[src/rtl/mem_stage_pkg.sv]
// ============================================================================
// mem_stage_pkg: state encoding and default widths shared by the memory stage
// and its neighbouring EX/MEM and MEM/WB interfaces.
// Revision: 1.0
// ============================================================================
`default_nettype none

package mem_stage_pkg;

  localparam int unsigned C_DATA_W_DEF = 16;
  localparam int unsigned C_ADDR_W_DEF = 16;
  localparam int unsigned C_REG_AW_DEF = 3;
  localparam int unsigned C_MAX_WAIT_DEF = 8;

  typedef enum logic [0:0] {
    MS_IDLE = 1'b0,
    MS_WAIT = 1'b1
  } ms_state_e;

endpackage : mem_stage_pkg

`default_nettype wire

[src/rtl/mem_stage_mc.sv]
// ============================================================================
// mem_stage_mc: memory stage with variable-latency data-memory handshake,
// alignment check, access timeout and built-in MEM/WB register.
// Revision: 1.0
// ============================================================================
`default_nettype none

module mem_stage_mc
  import mem_stage_pkg::*;
#(
  parameter int unsigned DATA_W      = C_DATA_W_DEF,
  parameter int unsigned ADDR_W      = C_ADDR_W_DEF,
  parameter int unsigned REG_AW      = C_REG_AW_DEF,
  parameter int unsigned MAX_WAIT    = C_MAX_WAIT_DEF,
  parameter bit          ALIGN_CHECK = 1'b1
) (
  input  logic              clk,
  input  logic              rst,
  input  logic              in_valid,
  output logic              in_ready,
  input  logic [DATA_W-1:0] alu_res,
  input  logic [DATA_W-1:0] rt_data,
  input  logic              reg_write,
  input  logic              mem_en,
  input  logic              mem_write,
  input  logic              mem_to_reg,
  input  logic              dump,
  input  logic [REG_AW-1:0] rd_addr,
  output logic              mem_req,
  output logic              mem_wr,
  output logic [ADDR_W-1:0] mem_addr,
  output logic [DATA_W-1:0] mem_wdata,
  output logic              mem_dump,
  input  logic [DATA_W-1:0] mem_rdata,
  input  logic              mem_done,
  output logic              out_valid,
  output logic [DATA_W-1:0] write_data,
  output logic              reg_write_out,
  output logic [REG_AW-1:0] rd_addr_out,
  output logic              dump_out,
  output logic              err_out
);

  localparam int unsigned CNT_W = $clog2(MAX_WAIT) + 1;
  localparam logic [CNT_W-1:0] C_CNT_LAST = CNT_W'(MAX_WAIT - 1);

  ms_state_e         state_q, state_d;
  logic [CNT_W-1:0]  wait_cnt_q, wait_cnt_d;

  // Latched request: address/data/control of the outstanding memory op.
  logic [DATA_W-1:0] lat_alu_q, lat_alu_d;
  logic [DATA_W-1:0] lat_wdata_q, lat_wdata_d;
  logic [REG_AW-1:0] lat_rd_q, lat_rd_d;
  logic              lat_wr_q, lat_wr_d;
  logic              lat_dump_q, lat_dump_d;
  logic              lat_rw_q, lat_rw_d;
  logic              lat_m2r_q, lat_m2r_d;

  // MEM/WB register.
  logic              out_valid_q, out_valid_d;
  logic [DATA_W-1:0] write_data_q, write_data_d;
  logic              reg_write_out_q, reg_write_out_d;
  logic [REG_AW-1:0] rd_addr_out_q, rd_addr_out_d;
  logic              dump_out_q, dump_out_d;
  logic              err_out_q, err_out_d;

  logic              w_misalign;
  logic              w_timeout;

  assign w_misalign = ALIGN_CHECK && alu_res[0];
  assign w_timeout  = (wait_cnt_q == C_CNT_LAST);

  always_ff @(posedge clk) begin
    if (rst) begin
      state_q         <= MS_IDLE;
      wait_cnt_q      <= '0;
      lat_alu_q       <= '0;
      lat_wdata_q     <= '0;
      lat_rd_q        <= '0;
      lat_wr_q        <= 1'b0;
      lat_dump_q      <= 1'b0;
      lat_rw_q        <= 1'b0;
      lat_m2r_q       <= 1'b0;
      out_valid_q     <= 1'b0;
      write_data_q    <= '0;
      reg_write_out_q <= 1'b0;
      rd_addr_out_q   <= '0;
      dump_out_q      <= 1'b0;
      err_out_q       <= 1'b0;
    end else begin
      state_q         <= state_d;
      wait_cnt_q      <= wait_cnt_d;
      lat_alu_q       <= lat_alu_d;
      lat_wdata_q     <= lat_wdata_d;
      lat_rd_q        <= lat_rd_d;
      lat_wr_q        <= lat_wr_d;
      lat_dump_q      <= lat_dump_d;
      lat_rw_q        <= lat_rw_d;
      lat_m2r_q       <= lat_m2r_d;
      out_valid_q     <= out_valid_d;
      write_data_q    <= write_data_d;
      reg_write_out_q <= reg_write_out_d;
      rd_addr_out_q   <= rd_addr_out_d;
      dump_out_q      <= dump_out_d;
      err_out_q       <= err_out_d;
    end
  end

  always_comb begin
    state_d         = state_q;
    wait_cnt_d      = wait_cnt_q;
    lat_alu_d       = lat_alu_q;
    lat_wdata_d     = lat_wdata_q;
    lat_rd_d        = lat_rd_q;
    lat_wr_d        = lat_wr_q;
    lat_dump_d      = lat_dump_q;
    lat_rw_d        = lat_rw_q;
    lat_m2r_d       = lat_m2r_q;
    out_valid_d     = 1'b0;
    err_out_d       = 1'b0;
    write_data_d    = write_data_q;
    reg_write_out_d = reg_write_out_q;
    rd_addr_out_d   = rd_addr_out_q;
    dump_out_d      = dump_out_q;

    case (state_q)
      MS_IDLE: begin
        if (in_valid) begin
          if (!mem_en) begin
            out_valid_d     = 1'b1;
            write_data_d    = alu_res;
            reg_write_out_d = reg_write;
            rd_addr_out_d   = rd_addr;
            dump_out_d      = dump;
          end else if (w_misalign) begin
            out_valid_d     = 1'b1;
            err_out_d       = 1'b1;
            write_data_d    = alu_res;
            reg_write_out_d = 1'b0;
            rd_addr_out_d   = rd_addr;
            dump_out_d      = dump;
          end else begin
            state_d     = MS_WAIT;
            wait_cnt_d  = '0;
            lat_alu_d   = alu_res;
            lat_wdata_d = rt_data;
            lat_rd_d    = rd_addr;
            lat_wr_d    = mem_write;
            lat_dump_d  = dump;
            lat_rw_d    = reg_write;
            lat_m2r_d   = mem_to_reg;
          end
        end
      end
      MS_WAIT: begin
        // A completing access takes priority over a simultaneous timeout.
        if (mem_done) begin
          state_d         = MS_IDLE;
          out_valid_d     = 1'b1;
          write_data_d    = lat_m2r_q ? mem_rdata : lat_alu_q;
          reg_write_out_d = lat_rw_q;
          rd_addr_out_d   = lat_rd_q;
          dump_out_d      = lat_dump_q;
        end else if (w_timeout) begin
          state_d         = MS_IDLE;
          out_valid_d     = 1'b1;
          err_out_d       = 1'b1;
          write_data_d    = lat_alu_q;
          reg_write_out_d = 1'b0;
          rd_addr_out_d   = lat_rd_q;
          dump_out_d      = lat_dump_q;
        end else begin
          wait_cnt_d = wait_cnt_q + 1'b1;
        end
      end
      default: state_d = MS_IDLE;
    endcase
  end

  assign in_ready      = (state_q == MS_IDLE);
  assign mem_req       = (state_q == MS_WAIT);
  assign mem_wr        = mem_req & lat_wr_q;
  assign mem_dump      = mem_req & lat_dump_q;
  assign mem_addr      = lat_alu_q[ADDR_W-1:0];
  assign mem_wdata     = lat_wdata_q;
  assign out_valid     = out_valid_q;
  assign write_data    = write_data_q;
  assign reg_write_out = reg_write_out_q;
  assign rd_addr_out   = rd_addr_out_q;
  assign dump_out      = dump_out_q;
  assign err_out       = err_out_q;

endmodule : mem_stage_mc

`default_nettype wire

[config.mk]
export PLATFORM = sky130hd
export DESIGN_NAME = mem_stage_mc
export DESIGN_NICKNAME = d
export VERILOG_FILES = /design/src/rtl/mem_stage_pkg.sv /design/src/rtl/mem_stage_mc.sv
export SDC_FILE = /design/constraint.sdc
export NUM_CORES = 1
export LEC_CHECK = 0
export CAP_MARGIN = 20
export CELL_PAD_IN_SITES_DETAIL_PLACEMENT = 0
export CELL_PAD_IN_SITES_GLOBAL_PLACEMENT = 2
export CORE_UTILIZATION = 25
export CTS_CLUSTER_DIAMETER = 40
export DETAILED_ROUTE_END_ITERATION = 7
export GPL_TIMING_DRIVEN = 0
export PLACE_DENSITY_LB_ADDON = 0.1
export SETUP_SLACK_MARGIN = 0.15
export SLEW_MARGIN = 10
export SYNTH_ARGS = -nofsm -noshare
export SYNTH_HDL_FRONTEND = slang
export SYNTH_SLANG_ARGS = --single-unit
[constraint.sdc]
create_clock -name clk -period 2.65 [get_ports clk]
set_input_delay 0.6625 -clock clk [delete_from_list [all_inputs] [get_ports clk]]
set_output_delay 0.6625 -clock clk [all_outputs]
set_load 0.01 [all_outputs]
==> results of run 1 <==
-- logic make-up (layout without fill, tap and decap cells) --
kind of cell             after synthesis  in the layout  share of synthesized area, %
AO/OA/AOI/OAI                         94             94                          21.9
adder cells (fa/ha/maj)                1              1                         0.452
buffers and inverters                 27            158                          5.74
flip-flops                            66             66                          47.7
multiplexers                          19             19                          7.55
other                                  1              1                         0.135
AND/OR/NAND/NOR                      103            103                          16.5
-- flip-flops by register name (all words and copies together), names as in the netlist, 3 cells and up --
register	flops
wait_cnt_q	4
mem_addr	15
lat_rd_q	3
write_data	16
mem_wdata	16
rd_addr_out	3
-- routing by layer --
metal	up-vias	track usage, %
li1	1346	-
met5	-	0
met2	78	25.9
met4	0	6.46
met1	1226	21.4
met3	8	4.07
-- cells in the mapped netlist (all sizes together) (3+ instances only) --
master	number	area, sq um
nand2	81	314
dfxtp	66	1320
a21oi	51	267
buf	16	118
a22oi	15	113
mux2	15	169
o2bb2ai	15	131
clkbuf	9	33.8
a311oi	6	52.6
nor2	5	18.8
mux2i	4	40.0
a31oi	3	18.8
and2	3	18.8
-- power groups by stage --
stage               sequential (mW)  clock (mW)  combinational, mW
floorplan                      1.10           0              0.134
global placement               1.08           0              0.374
finish                         1.06       0.899              0.370
detailed placement             1.08           0              0.374
CTS                            1.06       0.937              0.376
global route                   1.07       0.976              0.404
-- through the flow --
step / cell area [sq um] / instances / hold slack (ns) / total power [mW]
floorplan: 2770 / 311 / 0.432 / 1.23
global placement: 4110 / 567 / 0.440 / 1.46
detailed placement: 4110 / 567 / 0.445 / 1.46
global route: 4320 / 582 / 0.473 / 2.45
finish: 4320 / 582 / 0.454 / 2.33
CTS: 4320 / 582 / 0.456 / 2.37
-- final timing paths --
kind / from / end / slack (ns) / cells after the start
max: mem_req / mem_dump / 0.38 / 3
min: lat_rd_q[1] / lat_rd_q[1] / 0.45 / 2
max reg2reg: wait_cnt_q[0] / write_data[6] / 0.98 / 6
min reg2reg: lat_rd_q[1] / lat_rd_q[1] / 0.45 / 2
-- cell type report --
type | count | area share (%)
sequential | 66 | 30.6
multi-input combinational | 218 | 29.8
timing repair buffer | 116 | 26.9
tap | 140 | 4.05
clock buffer | 13 | 3.91
buffer | 25 | 3.73
clock inverter | 2 | 0.811
inverter | 2 | 0.174
-- what timing repair did --
item | 4_1_cts | 5_1_grt
endpoints found under the setup margin | 1 | 1
gates resized for setup | 3 | 1
pin swaps | 0 | 0
-- worst max-delay path, delay by kind of cell (launching register included) --
| kind | cells | cell delay [ns] |
|---|---|---|
| buffers and inverters | 2 | 0.73 |
| AND/OR/NAND/NOR | 1 | 0.17 |
| flip-flops | 1 | 0.36 |
==> run metrics, run 1 <==
DR WL met3 600 um; pin count of the biggest net entering global routing 11; dominant synthesized flop cell dfxtp_1; Setup Fix Bufs, Post-CTS 0; RSZ-0062 raised after global routing no; DRT iter0 DRCs 101; syn_nets 372; Hold Crit Class flop to flop; CP Class flop to output pin; FF/Latch Area 1320 sq um; DRC 0; internal power 1.75 mW; VDD IR-drop max 240 uV; register area share after synthesis 47.7%; All-Layer GR Usage 16.4%; clk buf depth 2; Max Slew Vio Count 0; Util after Layout 40.0%; Top Layer Used met4; Std-Cell Rows 38; area occupied by multi-input gates 1290 sq um; Setup TNS 0 ns; Post-synth EDFFs 0; part of the power in combinational logic 15.9%; clock sinks 66; Leak 1.53 nW; Crit path arrival time 1.61 ns; FILL cells 1139; status completed; chip height 107 um; Mapped Avg Cell Area 8.90 sq um; worst slack, placed 0.144 ns; fraction of registers with async set/reset 0%; dpl hpwl 6420 um; Hold Fails Final Rpt 0; Crit path largest cell delay 0.56 ns; CTS tree yes; setup ws final 0.382 ns; synthesized area 2770 sq um; critical path peak fanout 10; power density over the cells 539 nW/um^2; Chip Width 107 um; share of layout cells above drive strength 1 11.5%; crit start category flop; slowest CP cell clkdlybuf4s50_1; final setup vio count 0; Slew HR 60.1%; final WL 9010 um; actual slew at the worst max-slew pin 0.599 ns; RD Place Congestion 0.691; clock-pin transition on the worst setup and hold timing paths 0.07 ns; first-pass GRT wire length 14300 um; sw frac 24.7%; Initial Utilization 25.7%; port bufs 116; number of library cell types mapped by synthesis 35; Post-Route M1 WL 4240 um; P&R area growth vs syn 56.1%; DIE AREA 11500 sq um; drt wl/cell 15.5 um; grt total ovfl 0; Routed Antenna Nets 0; Met2 Routed Length 4060 um; post-route minimum period 2.27 ns; cell count after synthesis 311; root buffer cell clkbuf_8; Core Area 10800 sq um; Clock Skew 0.0171 ns; commonest non-fill, non-tap cell in the layout clkdlybuf4s50_1; Synth Register Bits 66; max cap viols 0; critical path, cell by cell buf_6, and2_1, clkdlybuf4s50_1; CP Data Required Time 1.99 ns; proportion of power drawn by the clock network 38.6%; Inserted Diodes 0; first-pass detailed-route iteration total 4; worst skew pair latency 0.34 ns; H-tree depth 3; Vias 2658; vias in the first global route 2654; Via-to-Cell Ratio 4.57; CP endpoint kind output pin; Syn. warnings 0; Max Freq 0.441 GHz; most frequent cells in the layout clkdlybuf4s50_1 (115), nand2_1 (79), dfxtp_1 (66), a21oi_1 (50); CTS Buf Count 9; CTS hold repair buffers 0; Nets 499; power share of the sequential group 45.5%; P_sw 0.576 mW; fin crit share 85.6%; I/O pin total 119; initial antenna violation count 0
(Power assumes the default switching activity.)
==> inputs of run 2 (changes only) <==
PLACE_DENSITY = 0.81   (was default)
PLACE_DENSITY_LB_ADDON = default   (was 0.1)
==> run 2 against run 1 <==
Effect of this change:
- clock skew fell by 0.0058 ns
- die area did not move
- flip-flop and latch count did not move
- non-clock buffer count did not move
- total power fell by 3.4%
- sequential share of layout area rose by 0.17 points
- register-to-register slack improved by 0.05 ns
- clock-buffer cell count fell by 1
- via count rose by 0.45%
==> run metrics, run 2 (synthesis results as in run 1) <==
Std-Cell Rows 38; most used cell, CP buf_6; proportion of power drawn by the clock network 36.6%; clock-pin transition on the worst setup and hold timing paths 0.07 ns; H-tree depth 3; worst r2r src wait_cnt_q[0]; Leak 1.50 nW; part of the power in combinational logic 16.3%; Core Area 10800 sq um; slowest CP cell clkdlybuf4s50_1; CP Class flop to output pin; CTS hold repair buffers 0; P&R area growth vs syn 55.2%; initial antenna violation count 0; DRC 0; Max Slew Vio Count 0; fin crit share 89.1%; crit start category flop; sw frac 24.5%; Via-to-Cell Ratio 4.59; reg2reg end write_data[9]; post-route minimum period 2.36 ns; power density over the cells 524 nW/um^2; grt total ovfl 0; final setup vio count 0; chip height 107 um; vias in the first global route 2709; Nets 499; Chip Width 107 um; critical path, cell by cell buf_6, buf_6, and2_1, clkdlybuf4s50_1; drt wl/cell 14.7 um; internal power 1.70 mW; placed cell count 567; Crit path arrival time 1.70 ns; Hold Fails Final Rpt 0; Hold Path End lat_rd_q[1]; I/O pin total 119; root buffer cell clkbuf_8; CP Data Required Time 1.99 ns; status completed; most frequent cells in the layout clkdlybuf4s50_1 (116), nand2_1 (79), dfxtp_1 (66), a21oi_1 (50); Slew HR 60.9%; Reg2Reg Setup Slack 1.03 ns; worst skew pair latency 0.34 ns; commonest non-fill, non-tap cell in the layout clkdlybuf4s50_1; port bufs 116; CTS Buf Count 9; max cap viols 0; dpl hpwl 6220 um; clk buf depth 2; Hold Crit Class flop to flop; first-pass detailed-route iteration total 4; All-Layer GR Usage 15.5%; hold wc startpoint lat_rd_q[1]; DIE AREA 11500 sq um; Max Freq 0.424 GHz; Inserted Diodes 0; CTS tree yes; critical path peak fanout 10; actual slew at the worst max-slew pin 0.586 ns; pin count of the biggest net entering global routing 11; CP delay by family, top buffers and inverters; RD Place Congestion 0.711; first-pass GRT wire length 13700 um; CP endpoint kind output pin; Vias 2670; VDD IR-drop max 270 uV; final WL 8580 um; Clock Skew 0.0113 ns; CP bufs+invs 3; Crit path largest cell delay 0.53 ns; Initial Utilization 25.7%; DRT iter0 DRCs 81; P_sw 0.551 mW; clock sinks 66; Routed Antenna Nets 0; RSZ-0062 raised after global routing no; share of layout cells above drive strength 1 11.3%; worst hold path depth 2; Non-Filler Instances 582; worst reg2reg path depth 6; Setup TNS 0 ns; power share of the sequential group 47.1%
[run 2: cell types whose count changed in the layout (fill, tap and decap cells not counted), sizes merged]
cell           delta
clkbuf            -2
buf               +1
clkdlybuf4s50     +1
clkinv            +1
dlymetal6s2s      -1
[run 2: worst register-to-register path, cell delays in order (launching register included)]
cell	delay (ns)
dfxtp_1	0.39
ha_1	0.26
nand3b_1	0.18
nand2_4	0.15
nand2b_1	0.18
buf_2	0.25
o2bb2ai_1	0.15
[run 2: per-stage QoR]
| stage | util [%] | total power, mW | worst slack [ns] | hold slack, ns | instance area, sq um |
|---|---|---|---|---|---|
| floorplan | - | 1.23 | 0.978 | 0.432 | 2770 |
| global placement | 38.0 | 1.45 | 0.157 | 0.439 | 4110 |
| detailed placement | 38.0 | 1.45 | 0.167 | 0.445 | 4110 |
| CTS | 39.8 | 2.29 | 0.162 | 0.456 | 4290 |
| global route | 39.8 | 2.36 | 0.171 | 0.483 | 4300 |
| finish | 39.8 | 2.25 | 0.290 | 0.454 | 4300 |
[run 2: how the worst max path moves through the flow]
stage                     slack [ns]             end  startpoint  depth (start not counted)
after floorplan                 0.98          mem_wr     mem_req                          3
after global placement          0.16  write_data[14]    mem_done                          6
after detailed placement        0.17  write_data[14]    mem_done                          6
after CTS                       0.16          mem_wr     mem_req                          4
after global routing            0.17          mem_wr     mem_req                          4
final                           0.29          mem_wr     mem_req                          4
[run 2: cell type report]
type	count	area [sq um]
buffer	25	159
clock buffer	12	145
clock inverter	3	40.0
fill	1124	6490
inverter	2	7.51
multi-input combinational	218	1290
sequential	66	1320
tap	140	175
timing repair buffer	116	1160
[run 2: metal layers]
metal	routed length, um	track usage (%)
met1	3900	18.8
met2	3880	25.5
met3	711	6.26
met4	78	3.52
met5	0	0
[run 2: repair_timing]
action	CTS	global route
gates resized for setup	2	2
setup endpoints to repair	1	1
cloned	0	0
buffers inserted	0	0
pin swaps	0	0
[run 2: power by group through the flow]
stage,registers (mW),clock network [mW],logic [mW]
floorplan,1.10,0,0.134
global placement,1.08,0,0.368
detailed placement,1.08,0,0.370
CTS,1.06,0.858,0.372
global route,1.07,0.899,0.400
finish,1.06,0.823,0.367
==> inputs of run 3 (changes only) <==
PLACE_DENSITY = 0.85   (was 0.81)
==> run 3 against run 2 <==
Effect of this change:
- clock-buffer cell count is the same
- register-to-register slack worse by 0.03 ns
- final cell count is 0.17% higher
- sequential share of layout area about the same
- total power is 1.5% lower
- worst setup slack lost 0.053 ns
- global-route usage is 0.53 points lower
- final area is essentially flat
- wire length decreased by 2.1%
- non-clock buffer count did not move
- critical path type unchanged
- largest power group unchanged
==> run metrics, run 3 (synthesis results as in run 1) <==
status completed; crit start category flop; P&R area growth vs syn 55.3%; Max Slew Vio Count 0; final WL 8400 um; final setup vio count 0; tightest hold margin 0.454 ns; CP Class flop to output pin; drt wl/cell 14.4 um; clock sinks 66; clk buf depth 2; Hold Crit Class flop to flop; Routed Antenna Nets 0; Clock Skew 0.00753 ns; clock-pin transition on the worst setup and hold timing paths 0.07 ns; Leak 1.50 nW; first-pass detailed-route iteration total 4; Vias 2680; internal power 1.66 mW; DRT iter0 DRCs 67; All-Layer GR Usage 14.9%; first-pass GRT wire length 13300 um; part of the power in combinational logic 16.5%; Nets 499; CP Data Required Time 1.99 ns; RD Place Congestion 0.716; CTS Buf Count 9; dpl hpwl 6220 um; Worst setup startpoint mem_req; critical path peak fanout 10; worst skew pair latency 0.33 ns; fin crit share 91.0%; most frequent cells in the layout clkdlybuf4s50_1 (116), nand2_1 (79), dfxtp_1 (66), a21oi_1 (50); P_sw 0.558 mW; max cap viols 0; Chip Width 107 um; share of layout cells above drive strength 1 12.0%; RSZ-0062 raised after global routing no; vias in the first global route 2702; root buffer cell clkbuf_8; Reg2Reg Setup Slack 1.00 ns; worst r2r src wait_cnt_q[0]; post-route minimum period 2.41 ns; H-tree depth 3; Setup crit end mem_wr; power density over the cells 516 nW/um^2; reg2reg end write_data[9]; chip height 107 um; power share of the sequential group 47.9%; VDD IR-drop max 231 uV; Setup TNS 0 ns; Inserted Diodes 0; Initial Utilization 25.7%; Setup Fix Bufs, Post-CTS 0; DIE AREA 11500 sq um; commonest non-fill, non-tap cell in the layout clkdlybuf4s50_1; DRC 0; Crit path arrival time 1.75 ns; proportion of power drawn by the clock network 35.7%; I/O pin total 119; Max Freq 0.414 GHz; Std-Cell Rows 38; actual slew at the worst max-slew pin 0.572 ns; worst reg2reg path depth 6; Hold Fails Final Rpt 0; Via-to-Cell Ratio 4.60; port bufs 116; grt total ovfl 0; sw frac 25.2%; pin count of the biggest net entering global routing 12; CP endpoint kind output pin; Core Area 10800 sq um; initial antenna violation count 0; CTS tree yes; Slew HR 61.8%
-- run 3: worst max-delay path, cell delays in order, from the launching register on --
cell and delay (ns):
dfxtp_1 0.37, buf_6 0.17, buf_4 0.20, and2_1 0.14
clkdlybuf4s50_1 0.54
-- run 3: worst min path at each step --
stage | endpoint | cells past startpoint | slack [ns] | startpoint
global route | mem_wdata[11] | 2 | 0.47 | mem_wdata[11]
CTS | mem_wdata[11] | 2 | 0.46 | mem_wdata[11]
floorplan | lat_dump_q | 2 | 0.43 | lat_dump_q
finish | lat_rd_q[0] | 2 | 0.45 | lat_rd_q[0]
global placement | lat_wr_q | 2 | 0.44 | lat_wr_q
detailed placement | lat_rd_q[2] | 2 | 0.45 | lat_rd_q[2]
-- run 3: cell type report --
cell class                      instances  area (sq um)
Multi-Input combinational cell        218          1290
Timing Repair Buffer                  116          1160
Inverter                                2          7.51
Tap cell                              140           175
Clock inverter                          4          25.0
Fill cell                            1136          6490
Clock buffer                           12           165
Buffer                                 25           155
Sequential cell                        66          1320
-- run 3: timing repair --
| item | 4_1_cts | 5_1_grt |
|---|---|---|
| setup endpoints to repair | 1 | 1 |
| pin swaps | 0 | 0 |
| hold buffers | 0 | 0 |
| gates resized for setup | 2 | 1 |
| hold endpoints to repair | 0 | 0 |
-- run 3: power by group through the flow --
stage | sequential, mW | clock (mW) | combinational [mW]
after detailed placement | 1.08 | 0 | 0.369
after floorplan | 1.10 | 0 | 0.134
after CTS | 1.06 | 0.827 | 0.371
after global placement | 1.08 | 0 | 0.367
final | 1.06 | 0.791 | 0.365
after global routing | 1.07 | 0.871 | 0.398
-- run 3: per-layer routing --
metal,vias to the layer above,share of wire [%],GRT usage (%)
met2,94,45,24.7
li1,1342,-,-
met3,6,9.1,6.14
met4,0,0.77,4.11
met5,-,0,0
met1,1238,45,17.7
-- run 3: metrics by stage --
step | power (mW) | area (sq um) | worst slack (ns) | std cells | util, %
2_1_floorplan | 1.23 | 2770 | 0.978 | 311 | -
4_1_cts | 2.26 | 4300 | 0.160 | 583 | 39.8
6_report | 2.22 | 4300 | 0.237 | 583 | 39.8
3_5_place_dp | 1.45 | 4110 | 0.193 | 567 | 38.0
3_3_place_gp | 1.45 | 4110 | 0.225 | 567 | 38.0
5_1_grt | 2.34 | 4300 | 0.154 | 583 | 39.8
